--- src/rtl/pipelined_custom_adder.sv ---
// rtl/pipelined_custom_adder.sv - segmented carry-chain adder with valid/ready pipeline
module pipelined_custom_adder #(
    parameter int A_WIDTH    = 44,
    parameter int B_WIDTH    = 13,
    parameter int NUM_STAGES = 4
) (
    input  logic               clk,
    input  logic               rst_n,
    input  logic               in_valid,
    output logic               in_ready,
    input  logic [A_WIDTH-1:0] a,
    input  logic [B_WIDTH-1:0] b,
    input  logic               b_signed,
    output logic               out_valid,
    input  logic               out_ready,
    output logic [A_WIDTH:0]   sum
);

    // Segment width; trailing stages may be empty when the division is uneven.
    localparam int SEG = (A_WIDTH + NUM_STAGES - 1) / NUM_STAGES;

    logic               adv;
    logic [A_WIDTH-1:0] b_ext;

    // Extend b to operand width according to the beat's signedness flag
    always_comb begin
        if (b_signed) begin
            b_ext = A_WIDTH'($signed(b));
        end else begin
            b_ext = A_WIDTH'(b);
        end
    end

    // Whole pipeline moves together unless the output beat is stalled
    assign adv      = !out_valid || out_ready;
    assign in_ready = adv;

    for (genvar s = 0; s < NUM_STAGES; s++) begin : g_stage
        localparam int LO = (s * SEG < A_WIDTH) ? s * SEG : A_WIDTH;
        localparam int HI = (LO + SEG < A_WIDTH) ? LO + SEG : A_WIDTH;
        localparam int W  = HI - LO;       // bits added in this stage
        localparam int IW = A_WIDTH - LO;  // unprocessed operand bits arriving
        localparam int OW = A_WIDTH - HI;  // unprocessed operand bits leaving

        logic            v_in;
        logic            v_q;
        logic            c_d;
        logic            c_q;
        logic [HI-1:0]   s_d;
        logic [HI-1:0]   s_q;

        if (s == 0) begin : g_vfirst
            assign v_in = in_valid;
        end else begin : g_vnext
            assign v_in = g_stage[s-1].v_q;
        end

        if (W > 0) begin : g_work
            logic [IW-1:0] a_src;
            logic [IW-1:0] b_src;
            logic          c_in;
            logic [W:0]    seg_add;

            if (s == 0) begin : g_src
                assign a_src = a;
                assign b_src = b_ext;
                assign c_in  = 1'b0;
                assign s_d   = seg_add[W-1:0];
            end else begin : g_src
                assign a_src = g_stage[s-1].g_work.g_up.a_up_q;
                assign b_src = g_stage[s-1].g_work.g_up.b_up_q;
                assign c_in  = g_stage[s-1].c_q;
                assign s_d   = {seg_add[W-1:0], g_stage[s-1].s_q};
            end

            assign seg_add = {1'b0, a_src[W-1:0]} + {1'b0, b_src[W-1:0]} + {{W{1'b0}}, c_in};
            assign c_d     = seg_add[W];

            if (OW > 0) begin : g_up
                logic [OW-1:0] a_up_q;
                logic [OW-1:0] b_up_q;

                // Carry the not-yet-added operand bits along with the beat
                always_ff @(posedge clk or negedge rst_n) begin
                    if (!rst_n) begin
                        a_up_q <= '0;
                        b_up_q <= '0;
                    end else if (adv && v_in) begin
                        a_up_q <= a_src[IW-1:W];
                        b_up_q <= b_src[IW-1:W];
                    end
                end
            end
        end else begin : g_pass
            assign s_d = g_stage[s-1].s_q;
            assign c_d = g_stage[s-1].c_q;
        end

        // Stage register: valid bit always advances, data only for real beats
        always_ff @(posedge clk or negedge rst_n) begin
            if (!rst_n) begin
                v_q <= 1'b0;
                c_q <= 1'b0;
                s_q <= '0;
            end else if (adv) begin
                v_q <= v_in;
                if (v_in) begin
                    c_q <= c_d;
                    s_q <= s_d;
                end
            end
        end
    end

    assign out_valid = g_stage[NUM_STAGES-1].v_q;
    assign sum       = {g_stage[NUM_STAGES-1].c_q, g_stage[NUM_STAGES-1].s_q};

endmodule

--- config.mk ---
export PLATFORM = sky130hd
export DESIGN_NAME = pipelined_custom_adder
export DESIGN_NICKNAME = d
export VERILOG_FILES = /design/src/rtl/pipelined_custom_adder.sv
export SDC_FILE = /design/constraint.sdc
export NUM_CORES = 1
export LEC_CHECK = 0
export CAP_MARGIN = 10
export CORE_MARGIN = 8
export CORE_UTILIZATION = 56
export DETAILED_ROUTE_END_ITERATION = 16
export GPL_ROUTABILITY_DRIVEN = 0
export PLACE_DENSITY_LB_ADDON = 0.25
export REMOVE_ABC_BUFFERS = 1
export SKIP_LAST_GASP = 1
export SYNTH_ARGS = -nofsm -noshare
export SYNTH_HDL_FRONTEND = slang
export SYNTH_SLANG_ARGS = --single-unit
--- constraint.sdc ---
create_clock -name clk -period 2.85 [get_ports clk]
set_input_delay 0.4275 -clock clk [delete_from_list [all_inputs] [get_ports clk]]
set_output_delay 0.4275 -clock clk [all_outputs]
set_load 0.01 [all_outputs]
==> results of run 1 <==
-- stage by stage --
stage	total power, mW	std cells	worst slack [ns]	hold WS, ns	utilization (%)
CTS	11.4	1329	0.422	0.0802	69.0
detailed placement	8.85	1298	0.338	0.449	65.0
global placement	8.68	1298	0.389	0.445	65.0
global route	12.2	1329	0.203	0.110	69.0
finish	11.3	1329	0.431	0.00776	69.0
floorplan	7.12	956	0.394	0.132	-
-- layer usage --
metal,vias up,track usage [%],wire length (um)
li1,3460,-,-
met1,3245,23.7,8270
met2,119,34.3,9510
met3,27,3.89,757
met4,0,7.01,340
met5,-,0,0
-- worst max path at each step --
stage                              end  slack (ns)  cells after the start
finish              g_stage[2].s_q[30]        0.43                      8
global route        g_stage[2].s_q[30]        0.20                      8
CTS                 g_stage[2].s_q[30]        0.42                      8
detailed placement   g_stage[0].s_q[8]        0.34                      8
global placement     g_stage[0].s_q[8]        0.39                      8
floorplan               g_stage[1].c_q        0.39                      5
-- power groups by stage --
stage          Sequential, mW  Combinational, mW  Clock, mW
2_1_floorplan            4.44               2.68          0
3_3_place_gp             4.41               4.27          0
3_5_place_dp             4.46               4.39          0
4_1_cts                  4.42               4.46       2.54
5_1_grt                  4.53               4.99       2.64
6_report                 4.40               4.41       2.50
-- flip-flops by register name (all words and copies together) (netlist names) --
register and cells:
g_stage.g_work.g_up.a_up_q 66, g_stage.v_q 3, g_stage.c_q 4, g_stage.g_work.g_up.b_up_q 5, out_valid 1, g_stage.s_q 110
-- layout make-up --
class	count	area (um^2)
inverter	14	52.6
clock buffer	20	457
timing repair buffer	126	1240
fill	1248	4880
sequential	189	4730
clock inverter	11	165
multi-input combinational	753	3920
tap	216	270
-- critical path: cells and delay by family, from the launching register on --
kind                       cells  cell delay [ns]
and+or+nand+nor                1             0.17
muxes                          1             0.16
adders and majority gates      2             0.69
AOI/OAI and AO/OA              3             0.57
buffers and inverters          1             0.07
DFF                            1             0.61
-- cell families after synthesis --
logic type	count (synthesis)	share of synthesized area, %
multiplexers	12	1.35
AND/OR/NAND/NOR	531	23.4
AO/OA/AOI/OAI	137	9.49
XOR/XNOR	25	2.46
buffers and inverters	56	2.75
flip-flops	189	53.2
adder cells (fa/ha/maj)	48	7.35
-- cells in the final DEF (no fill, tap or decap), types with 8 or more instances in the layout --
master / instances
clkbuf_16: 17
o21ai_0: 46
clkdlybuf4s50_1: 107
and3_1: 8
inv_1: 14
xnor2_1: 10
a21o_1: 9
dfrtp_1: 189
ha_1: 41
a21oi_1: 33
buf_4: 16
nand2_1: 473
mux2i_1: 12
nor2_1: 17
xor2_1: 15
==> metrics.txt, run 1 <==
status finished clean; drt drc 0; R2R Setup Slk 0.43 ns; reg2reg start g_stage[1].g_work.g_up.b_up_q[20]; CP cell instances fa_1 > inv_1 > fa_1 > nand2b_1 > a21oi_1 > o21bai_1 > mux2i_1 > o311ai_0; Final nets 1211; Yosys cell types 42; yosys warns 0; placed wire-length estimate 13.1 mm; critical path endpoint category flop; RSZ-0062 raised after global routing false; largest net degree at the start of global routing 90; max-cap violations 0; Synth Register Bits 189; post-cts resize count 0; most instantiated library cell after synthesis nand2_1; Sink Count 189; maximum vdd drop 507 uV; FF-to-FF path depth 8; HP Class input pin to asynchronous set/reset pin; synthesized netlist cell count 998; NetSw 4.13 mW; crit path max fanout 12; Pre-Repair DR Iteration Count 5; fin. max-slew vios 0; CP max stage delay 0.61 ns; vias in the first global route 6889; CTS tree done; mapped cell area 8880 um^2; Avg Vias per Cell 5.16; Worst slew margin 50.7%; post-synth top area cell dfrtp_1; Final Cell Area 10800 um^2; fin crit period 2.42 ns; critical path's most frequent cell fa_1; Seq pwr share 38.9%; core area 15700 um^2; Post-DP Area 10200 um^2; power density over the cells 1040 nW/um^2; Final Cycle Share 84.9%; Least-Margin Pin Slew 0.740 ns; layout cell share with drive strength beyond 1 4.94%; Power Internal 7.18 mW; CP required 3.13 ns; Reg-to-Reg End g_stage[2].s_q[30]; Rows 46; Final setup viols 0; initial antenna violation count 0; Die Area 20100 um^2; crit path kind flop to flop; share of the synthesized area in the top cell type 53.2%; postcts setup bufs 0; CP startpoint g_stage[1].g_work.g_up.b_up_q[20]; Die Y-Extent 142 um; Die W 142 um; CP max stage cell dfrtp_1; Routed WL 18.9 mm; Starting Density 56.5%; total congestion overflow 0; CTS max path bufs 2; ys flop type dfrtp_1; mean area per synthesized cell 8.90 um^2; CTS buffer count 17; dominant cells by area after synthesis dfrtp_1, nand2_1, ha_1; sequential element share of the synthesized area 53.2%; hold_buf cts 0; final antenna-violating net count 0; Root Driver clkbuf_16; GRT Util Overall 19.6%; routed via count 6851; Fin Setup TNS 0 ns; kind of start point of the critical path flop; Gate power share 39.0%; Synth async-reset ratio 100%; top cells by count, synth nand2_1, dfrtp_1, o21ai_0, ha_1, a21oi_1; clk_skew 0.00768 ns; Clk Latency, worst-skew pair 0.43 ns; Critical Path AT 2.70 ns; upper clock frequency limit 413 MHz; Area growth syn-to-layout 22.0%; EDFF count, synth 0; H-tree levels 4; io pins 109; P_leak 5.54 nW; final hold violation count 0; clock slew at reported path FFs 0.07 ns; 1st-iter DRT viols 434; switching part of the total 36.5%; Wirelength per Cell 14.2 um; power share of the clock group 22.1%; Port Buffers 108; number of diodes 0; first-pass GRT wire length 31.9 mm
No activity file was read; power rests on OpenSTA's default activity.
==> run 2: changes to the inputs <==
clock period = 2.3 ns   (was 2.85 ns; I/O delays follow)
==> metrics.txt, run 2 (synthesis results as in run 1) <==
status finished clean (unchanged); Pre-Repair DR Iteration Count 4 (was 5); CTS max path bufs 2 (unchanged); 1st-iter DRT viols 480 (was 434); Non-Filler Instances 1338 (was 1329); Worst slew margin 69.1% (was 50.7%); Port Buffers 108 (unchanged); HP Class input pin to asynchronous set/reset pin (unchanged); final hold violation count 0 (unchanged); kind of start point of the critical path flop (unchanged); final antenna-violating net count 0 (unchanged); Least-Margin Pin Slew 0.452 ns (was 0.740 ns); upper clock frequency limit 464 MHz (was 413 MHz); fin crit period 2.16 ns (was 2.42 ns); number of diodes 0 (unchanged); Starting Density 56.5% (unchanged); Clk Latency, worst-skew pair 0.43 ns (about the same); largest net degree at the start of global routing 60 (was 90); GRT Util Overall 19.9% (was 19.6%); clock slew at reported path FFs 0.07 ns (about the same); io pins 109 (unchanged); largest registers g_stage.s_q: 110 flops, g_stage.g_work.g_up.a_up_q: 66 flops, g_stage.g_work.g_up.b_up_q: 5 flops (unchanged); total congestion overflow 0 (unchanged); placed cell count 1305 (was 1298); Die Y-Extent 142 um (unchanged); Rows 46 (unchanged); crit path kind flop to flop (unchanged); crit path max fanout 3 (was 12); critical path endpoint category flop (unchanged); first-pass GRT wire length 32.4 mm (was 31.9 mm); Post-DP Area 10300 um^2 (was 10200 um^2); most common cell after layout, fill and taps aside nand2_1 (unchanged); Tot Pwr 14.4 mW (was 11.3 mW); core area 15700 um^2 (unchanged); Root Driver clkbuf_16 (unchanged); max reg flops 110 (unchanged); Die W 142 um (unchanged); Final nets 1219 (was 1211); CTS buffer count 17 (unchanged); Final setup viols 0 (unchanged); Sink Count 189 (unchanged); H-tree levels 4 (unchanged); maximum vdd drop 706 uV (was 507 uV); Die Area 20100 um^2 (unchanged); Avg Vias per Cell 5.16 (about the same); initial antenna violation count 0 (unchanged); final hold slack 0.430 ns (was 0.00776 ns); CP required 2.60 ns (was 3.13 ns); routed via count 6907 (was 6851); Final Cycle Share 93.7% (was 84.9%); vias in the first global route 6949 (was 6889); Final Cell Area 11000 um^2 (was 10800 um^2); CTS tree done (unchanged); clk_skew 0.00598 ns (was 0.00768 ns); Critical Path AT 2.45 ns (was 2.70 ns); Routed WL 18.5 mm (was 18.9 mm); Wirelength per Cell 13.8 um (was 14.2 um); RSZ-0062 raised after global routing true (was false); R2R Setup Slk 0.14 ns (was 0.43 ns); max-cap violations 0 (unchanged); Most flops, register g_stage.s_q (unchanged); power density over the cells 1310 nW/um^2 (was 1040 nW/um^2); placed wire-length estimate 13.1 mm (about the same); fin. max-slew vios 0 (unchanged); commonest cells after routing, fill and taps aside nand2_1, dfrtp_1, clkdlybuf4s50_1, o21ai_0, ha_1 (unchanged); layout cell share with drive strength beyond 1 6.24% (was 4.94%); P_leak 5.62 nW (was 5.54 nW); drt drc 0 (unchanged); Area growth syn-to-layout 24.2% (was 22.0%)
[run 2: repair_timing]
| item | 4_1_cts | 5_1_grt |
|---|---|---|
| endpoints found under the hold margin | 56 | 0 |
| setup buffers | 0 | 0 |
| gates resized for setup | 0 | 6 |
| endpoints found under the setup margin | 0 | 7 |
| hold buffers | 1 | 0 |
[run 2: worst paths after layout]
| kind | start | end | depth (start not counted) |
|---|---|---|---|
| hold / removal | rst_n | g_stage[0].g_work.g_up.a_up_q[9] | 2 |
| setup reg to reg | g_stage[0].c_q | g_stage[1].s_q[19] | 8 |
| setup / recovery | g_stage[0].c_q | g_stage[1].s_q[19] | 8 |
| min in group clk | a[29] | g_stage[0].g_work.g_up.a_up_q[18] | 3 |
| max in group asynchronous | rst_n | g_stage[2].g_work.g_up.a_up_q[8] | 3 |
| hold reg to reg | g_stage[2].s_q[24] | g_stage[3].s_q[24] | 2 |
[run 2: power breakdown]
| group | total (mW) | internal (mW) | leakage [nW] | switching, mW |
|---|---|---|---|---|
| logic | 5.64 | 2.45 | 2.91 | 3.19 |
| registers | 5.42 | 4.68 | 2.38 | 0.739 |
| clock network | 3.37 | 2.15 | 0.335 | 1.22 |
[run 2: final cells by class]
class / count / area [um^2]
sequential: 189 / 4730
fill: 1223 / 4680
multi-input combinational: 753 / 3940
timing repair buffer: 134 / 1360
clock buffer: 21 / 480
tap: 216 / 270
clock inverter: 11 / 210
inverter: 14 / 52.6
[run 2: layer usage]
metal | vias to the layer above | GRT usage, % | share of wire [%]
met3 | 23 | 3.99 | 4.1
met1 | 3286 | 24.8 | 45
met2 | 117 | 33.9 | 49
met5 | - | 0 | 0
li1 | 3481 | - | -
met4 | 0 | 6.67 | 1.6
[run 2: worst max-delay path, stage by stage, from the launching register on]
cell and delay [ns]:
dfrtp_1 0.40, fa_1 0.46, inv_1 0.08, fa_1 0.20, nor2b_1 0.07, o31ai_1 0.35, a21oi_1 0.16, mux2i_1 0.17
o311ai_1 0.12
[run 2: metrics by stage]
stage | setup TNS, ns | worst slack [ns] | util (%)
2_1_floorplan | -0.165 | -0.108 | -
3_3_place_gp | -0.170 | -0.110 | 65.6
3_5_place_dp | -0.159 | -0.0974 | 65.6
4_1_cts | 0 | 0.0150 | 70.1
5_1_grt | -0.00536 | -0.00536 | 70.2
6_report | 0 | 0.144 | 70.2
==> run 3: changes to the inputs <==
CORE_UTILIZATION = 55   (was 56)
==> metrics.txt, run 3 (synthesis results as in run 1) <==
io pins 109 (unchanged); Power Internal 8.81 mW (was 9.28 mW); Final Cycle Share 95.8% (was 93.7%); Die W 143 um (was 142 um); vias in the first global route 7023 (was 6949); R2R Setup Slk 0.1 ns (was 0.14 ns); Post-DP Area 10300 um^2 (about the same); Sink Count 189 (unchanged); clock slew at reported path FFs 0.06 ns (was 0.07 ns); Seq pwr share 39.0% (was 37.5%); maximum vdd drop 692 uV (was 706 uV); Rows 46 (unchanged); Pre-Repair DR Iteration Count 5 (was 4); placed wire-length estimate 13.6 mm (was 13.1 mm); fin. max-slew vios 0 (unchanged); max reg flops 110 (unchanged); number of diodes 0 (unchanged); critical path endpoint category flop (unchanged); Layout Utilization 69.0% (was 70.2%); drt drc 0 (unchanged); first-pass GRT wire length 32.8 mm (was 32.4 mm); worst slack, placed -0.0803 ns (was -0.0974 ns); Die Y-Extent 143 um (was 142 um); max-cap violations 0 (unchanged); Critical Path AT 2.49 ns (was 2.45 ns); routed via count 6877 (was 6907); filler cell count 1304 (was 1223); HP Class input pin to flop (was input pin to asynchronous set/reset pin); Reg-to-Reg End g_stage[2].s_q[31] (was g_stage[1].s_q[19]); kind of start point of the critical path flop (unchanged); fin worst setup slack 0.0965 ns (was 0.144 ns); Root Driver clkbuf_16 (unchanged); core area 15800 um^2 (was 15700 um^2); final antenna-violating net count 0 (unchanged); Wirelength per Cell 14.3 um (was 13.8 um); Least-Margin Pin Slew 0.555 ns (was 0.452 ns); Min-Delay Endpoint g_stage[0].g_work.g_up.a_up_q[2]; most common cell after layout, fill and taps aside nand2_1 (unchanged); largest registers g_stage.s_q: 110 flops, g_stage.g_work.g_up.a_up_q: 66 flops, g_stage.g_work.g_up.b_up_q: 5 flops (unchanged); Most flops, register g_stage.s_q (unchanged); Final setup viols 0 (unchanged); CTS buffer count 17 (unchanged); Area growth syn-to-layout 22.9% (was 24.2%); switching part of the total 36.8% (was 35.7%); 1st-iter DRT viols 485 (was 480); status finished clean (unchanged); crit path kind flop to flop (unchanged); total congestion overflow 0 (unchanged); Die Area 20500 um^2 (was 20100 um^2); layout cell share with drive strength beyond 1 6.14% (was 6.24%); Worst slew margin 63.0% (was 69.1%); Port Buffers 108 (unchanged); power share of the clock group 20.6% (was 23.4%); Clk Latency, worst-skew pair 0.43 ns (about the same); Final Cell Area 10900 um^2 (was 11000 um^2); Gate power share 40.4% (was 39.1%); largest net degree at the start of global routing 68 (was 60); GRT Util Overall 20.0% (was 19.9%); WHS Path Cells 3; clk_skew 0.00624 ns (was 0.00598 ns); CTS tree done (unchanged); hold_sp a[13]; Routed WL 19.1 mm (was 18.5 mm); final hold violation count 0 (unchanged); Avg Vias per Cell 5.14 (was 5.16); upper clock frequency limit 454 MHz (was 464 MHz); Final nets 1222 (was 1219); RSZ-0062 raised after global routing true (unchanged); commonest cells after routing, fill and taps aside nand2_1, dfrtp_1, clkdlybuf4s50_1, o21ai_0, ha_1 (unchanged); FF-to-FF path depth 7 (was 8); H-tree levels 4 (unchanged); fin crit period 2.20 ns (was 2.16 ns); initial antenna violation count 0 (unchanged); NetSw 5.13 mW (was 5.15 mW); reg2reg start g_stage[1].g_work.g_up.b_up_q[20] (was g_stage[0].c_q); P_leak 5.58 nW (was 5.62 nW); CP required 2.58 ns (was 2.60 ns); power density over the cells 1280 nW/um^2 (was 1310 nW/um^2); CTS max path bufs 2 (unchanged); crit path max fanout 7 (was 3); Starting Density 56.1% (was 56.5%)
run 3: cell count changes in the layout (fill, tap and decap cells not counted), moves of 2 or more:
cell        change
buf_4           +5
a21oi_2         -2
buf_12          -2
bufinv_16       -4
clkinv_2        +3
clkinvlp_4      -2
run 3: what timing repair did:
item / CTS / global route
endpoints found under the setup margin: 1 / 6
resized for setup: 1 / 5
pin swaps: 0 / 2
gates cloned: 0 / 0
hold endpoints to repair: 63 / 0
setup buffers: 0 / 0
hold buffers: 1 / 0
run 3: area by class of cell:
type / instances / area (um^2) / share of cell area [%]
Timing Repair Buffer: 137 / 1360 / 12.4
Clock inverter: 8 / 90.1 / 0.825
Sequential cell: 189 / 4730 / 43.3
Inverter: 14 / 52.6 / 0.481
Tap cell: 216 / 270 / 2.47
Multi-Input combinational cell: 753 / 3940 / 36.1
Clock buffer: 22 / 484 / 4.43
run 3: metrics by stage:
stage	total power, mW	setup TNS [ns]	std cells	hold WS (ns)
2_1_floorplan	8.83	-0.165	956	0.0494
3_3_place_gp	10.9	-0.0282	1308	0.383
3_5_place_dp	11.1	-0.126	1308	0.377
4_1_cts	14.0	0	1339	0.422
5_1_grt	15.0	-0.0437	1339	0.445
6_report	13.9	0	1339	0.436
run 3: power by group through the flow:
stage / sequential [mW] / clock (mW) / combinational, mW
after floorplan: 5.50 / 0 / 3.33
after global placement: 5.43 / 0 / 5.43
after detailed placement: 5.49 / 0 / 5.58
after CTS: 5.45 / 2.91 / 5.67
after global routing: 5.61 / 3.03 / 6.37
final: 5.44 / 2.87 / 5.63
run 3: metal layers:
metal  wire (um)  track usage [%]  share of wire, %
met2        9590             34.8                50
met5           0                0                 0
met1        8490             24.0                44
met4         355             7.89               1.9
met3         649             3.77               3.4
run 3: worst max-delay path, stage by stage (launching register included):
cell and delay [ns]:
dfrtp_1 0.45, buf_4 0.20, ha_1 0.29, a211oi_1 0.25, o21ai_1 0.16, o2111ai_1 0.30, mux2i_1 0.25, o311ai_0 0.15
run 3: how the worst max path moves through the flow:
stage	to	cells after the start	slack, ns	from
2_1_floorplan	g_stage[1].c_q	5	-0.11	out_valid
3_3_place_gp	g_stage[0].s_q[8]	8	-0.03	a[0]
3_5_place_dp	g_stage[0].s_q[8]	8	-0.08	a[0]
4_1_cts	g_stage[3].s_q[41]	7	0.03	g_stage[2].c_q
5_1_grt	g_stage[2].s_q[30]	8	-0.04	g_stage[1].g_work.g_up.b_up_q[20]
6_report	g_stage[2].s_q[31]	7	0.1	g_stage[1].g_work.g_up.b_up_q[20]
